### config.mk
export PLATFORM = sky130hd
export DESIGN_NAME = reverse_dabble
export DESIGN_NICKNAME = d
export VERILOG_FILES = /design/src/rtl/reverse_dabble.sv
export SDC_FILE = /design/constraint.sdc
export NUM_CORES = 1
export LEC_CHECK = 0
export ABC_AREA = 1
export CORE_UTILIZATION = 53
export DETAILED_ROUTE_END_ITERATION = 10
export GPL_ROUTABILITY_DRIVEN = 0
export PLACE_DENSITY = 0.78
export SETUP_SLACK_MARGIN = 0.2
export SLEW_MARGIN = 20
export SYNTH_ARGS = -nofsm -noshare
export SYNTH_HDL_FRONTEND = slang
export SYNTH_SLANG_ARGS = --single-unit
### constraint.sdc
create_clock -name clk -period 1.6 [get_ports clk]
set_input_delay 0.24 -clock clk [delete_from_list [all_inputs] [get_ports clk]]
set_output_delay 0.24 -clock clk [all_outputs]
set_load 0.05 [all_outputs]
### src/rtl/reverse_dabble.sv
// Iterative BCD-to-binary converter (reverse double dabble) with a START/DONE handshake.
// Define REVERSE_DABBLE_ERROR_EN to build the invalid-digit check (ERROR flag, BINARY forced to 0).
module reverse_dabble #(
    parameter int DECIMAL_DIGITS = 2,
    parameter int OUTPUT_WIDTH   = 7
) (
    input  logic                        clk,
    input  logic                        reset,
    input  logic [DECIMAL_DIGITS*4-1:0] BCD,
    input  logic                        START,
    output logic [OUTPUT_WIDTH-1:0]     BINARY,
    output logic                        ERROR,
    output logic                        DONE
);
    localparam int BW = DECIMAL_DIGITS * 4;

    typedef enum logic {IDLE, CONVERT} state_t;

    state_t                  state;
    logic [BW-1:0]           bcd_w;
    logic [BW-1:0]           bcd_next;
    logic [OUTPUT_WIDTH-1:0] bin_w;
    logic [OUTPUT_WIDTH-1:0] bin_next;
    logic [7:0]              counter;

    // One shift step: the BCD LSB falls into the binary MSB, then each post-shift nybble >= 8 loses 3.
    always_comb begin
        {bcd_next, bin_next} = {bcd_w, bin_w} >> 1;
        for (int i = 0; i < DECIMAL_DIGITS; i++) begin
            if (bcd_next[i*4+3]) begin
                bcd_next[i*4 +: 4] = bcd_next[i*4 +: 4] - 4'd3;
            end
        end
    end

`ifdef REVERSE_DABBLE_ERROR_EN
    logic err_w;
    logic bcd_invalid;

    always_comb begin
        bcd_invalid = 1'b0;
        for (int i = 0; i < DECIMAL_DIGITS; i++) begin
            if (BCD[i*4 +: 4] > 4'd9) begin
                bcd_invalid = 1'b1;
            end
        end
    end
`else
    assign ERROR = 1'b0;
`endif

    always_ff @(posedge clk) begin
        if (reset) begin
            state   <= IDLE;
            counter <= 8'd0;
            bcd_w   <= '0;
            bin_w   <= '0;
            BINARY  <= '0;
`ifdef REVERSE_DABBLE_ERROR_EN
            err_w   <= 1'b0;
            ERROR   <= 1'b0;
`endif
        end else begin
            case (state)
                IDLE: begin
                    if (START) begin
                        bcd_w   <= BCD;
                        bin_w   <= '0;
                        counter <= 8'(OUTPUT_WIDTH);
`ifdef REVERSE_DABBLE_ERROR_EN
                        err_w   <= bcd_invalid;
`endif
                        state   <= CONVERT;
                    end
                end
                CONVERT: begin
                    if (counter != 8'd0) begin
                        bcd_w   <= bcd_next;
                        bin_w   <= bin_next;
                        counter <= counter - 8'd1;
                    end else begin
                        // Commit edge: the only place the visible outputs change outside reset.
`ifdef REVERSE_DABBLE_ERROR_EN
                        BINARY <= err_w ? '0 : bin_w;
                        ERROR  <= err_w;
`else
                        BINARY <= bin_w;
`endif
                        state  <= IDLE;
                    end
                end
            endcase
        end
    end

    assign DONE = !START && (state == IDLE);
endmodule

==> metrics.txt <==
Final ANT Viol Nets 0; multi-input logic area 779 um2; maximum clock frequency 718 MHz; Critical Path AT 1.63 ns; PortBufs 18; Final Worst Setup Slack 0.208 ns; CTS max path bufs 2; Nets 250; DRT Pass-1 Iters 4; Synth area leader dfxtp_1; synth-to-layout area growth 27.4%; die width 54.5 um; clock sink count 31; antenna cell count 0; HPWL after DPL 2110 um; DR DRC count 0; IO Pins 20; Initial Util 0.573; core box area 2540 um2; setup tns final 0 ns; share of cells above drive strength 1 0.219; kind of critical path register to register; final hold vios 0; synth cell count leaders nand2_1 (58), nor2_1 (41), dfxtp_1 (31); Mapped Nets 223; Synth Cell Area 1460 um2; Worst setup EP type register; vias in the first global route 1229; worst hold path class input pin to register; ys async rst share 0; total CTS buffers 5; largest net degree at the start of global routing 24; CP Max Fanout 8; Post-synth EDFFs 0; TritonCTS clock tree yes; Final setup violation count 0; Final period util 0.870; Worst Skew 0.00400 ns; Reg area 624 um2; synth top area cells dfxtp_1 (43%), nand2_1 (15%), nor2_1 (11%); WL final 3320 um; Synth Area per Inst 6.98 um2; fillers 206; Vert. Die Dim 54.5 um; VDD IR max 0.960 mV; clk slew on worst S/H paths 0.10 ns; CTS Hold Bufs 0; FF-to-FF Start counter[1]; Synth top area share 0.425; GRT Total Usage 0.254; Seq/Total Area, Yosys 0.425; CTS root buffer clkbuf_4; DR iter-0 viols 38; FF-to-FF End counter[7]; first-pass GRT wire length 5130 um; worst reg-to-reg path cell count 10; Final Max Tran Viols 0; die footprint 2970 um2; most common cell in the netlist nand2_1; Worst Hold Endpoint bcd_w[7]; H-tree lvl count 2; post-DR wirelength/cell 12.4 um; row count 18; initial antenna violation count 0; Worst-Skew Late Latency 0.34 ns; FF-to-FF setup slack 0.21 ns; synthesized flop and latch total 31; total vias in the final route 1397; WHS Path Cells 3; hold path start BCD[7]; yosys warns 0; Via-to-Cell Ratio 5.23; WP data required 1.84 ns; pre-CTS WS 0.0164 ns; Period minus WS final 1.39 ns; unrepaired setup endpoints after global routing true; max cap viols 0; Leak 0.834 nW; power per cell area 1190 nW/um2; top_reg_cell synth dfxtp_1; Syn Inst Count 209; Setup crit start kind register; status complete, no violations; Remaining Overflow, GRT 0; Yosys cell types 25
==> cells by family (layout without fill, tap and decap cells) <==
logic type	Yosys count	after routing	synth area share
other	1	1	0.00257
DFF	31	31	0.425
adders and majority gates	3	3	0.0257
xor gates and xnor gates	3	3	0.0180
buffers and inverters	25	53	0.0832
and+or+nand+nor	112	112	0.319
AOI/OAI and AO/OA	34	34	0.126
==> area by class of cell <==
| cell class | instances | area share |
|---|---|---|
| tap | 30 | 0.0202 |
| inverter | 17 | 0.0343 |
| sequential | 31 | 0.336 |
| clock buffer | 6 | 0.0276 |
| multi-input combinational | 153 | 0.419 |
| timing repair buffer | 28 | 0.144 |
| clock inverter | 2 | 0.0188 |
==> routing by layer <==
layer,vias to the layer above,global-route usage,share of wire
li1,707,-,-
met1,639,0.265,0.45
met2,44,0.445,0.48
met3,7,0.0861,0.050
met4,0,0.137,0.021
met5,-,0,0
==> stage by stage <==
stage	cell area (um2)	instances	hold WS (ns)	total power, mW	util
6_report	1860	267	0.460	2.21	0.731
5_1_grt	1860	267	0.489	2.32	0.731
4_1_cts	1840	267	0.457	2.19	0.724
3_5_place_dp	1650	253	0.461	1.47	0.648
3_3_place_gp	1650	253	0.455	1.45	0.648
2_1_floorplan	1470	209	0.387	1.34	-
==> timing repair <==
item                       4_1_cts  5_1_grt
pin swaps                        3       10
setup endpoints to repair       24       22
setup buffers                    6        0
resized for setup               15        5
==> placed cells by master (no fill, tap or decap), types with 2 or more instances in the layout <==
cell | Yosys | final
nand2_1 | 58 | 56
nand4_1 | 3 | 3
a21oi_2 | 1 | 2
inv_1 | 14 | 11
xnor2_1 | 2 | 2
clkbuf_4 | 0 | 5
nand3_1 | 2 | 2
nor2_1 | 41 | 39
nand2_4 | 2 | 3
nor2_4 | 1 | 4
dfxtp_2 | 0 | 3
a21oi_1 | 15 | 14
nor2_2 | 4 | 3
buf_4 | 1 | 14
o21ai_0 | 14 | 14
buf_12 | 0 | 2
dfxtp_1 | 31 | 28
o21ai_1 | 2 | 2
buf_6 | 3 | 2
inv_2 | 3 | 6
clkdlybuf4s50_1 | 0 | 10
==> worst max-delay path, stage by stage (launching register included) <==
cell and delay (ns):
dfxtp_2 0.34, inv_2 0.07, ha_4 0.14, nand2_4 0.06
nor2_2 0.17, nand2_4 0.09, buf_4 0.17, nand4_1 0.07
nand2_1 0.06, nand2_1 0.08, nor2_1 0.04
==> where the power goes <==
group / switching, mW / internal (mW)
Clock: 0.282 / 0.369
Combinational: 0.405 / 0.249
Sequential: 0.0572 / 0.847
==> how the worst max path moves through the flow <==
stage               start    endpoint  depth (start not counted)
2_1_floorplan  counter[0]    bcd_w[2]                         10
3_3_place_gp   counter[0]  counter[5]                         12
3_5_place_dp   counter[0]  counter[5]                         12
4_1_cts        counter[0]   BINARY[4]                         10
5_1_grt        counter[0]  counter[0]                         11
6_report       counter[1]  counter[7]                         10
==> state kept, by name (all words and copies together) (netlist names) <==
signal / flops
BINARY: 7
bcd_w: 8
bin_w: 7
counter: 8
state: 1
No activity file was read; power rests on OpenSTA's default activity.
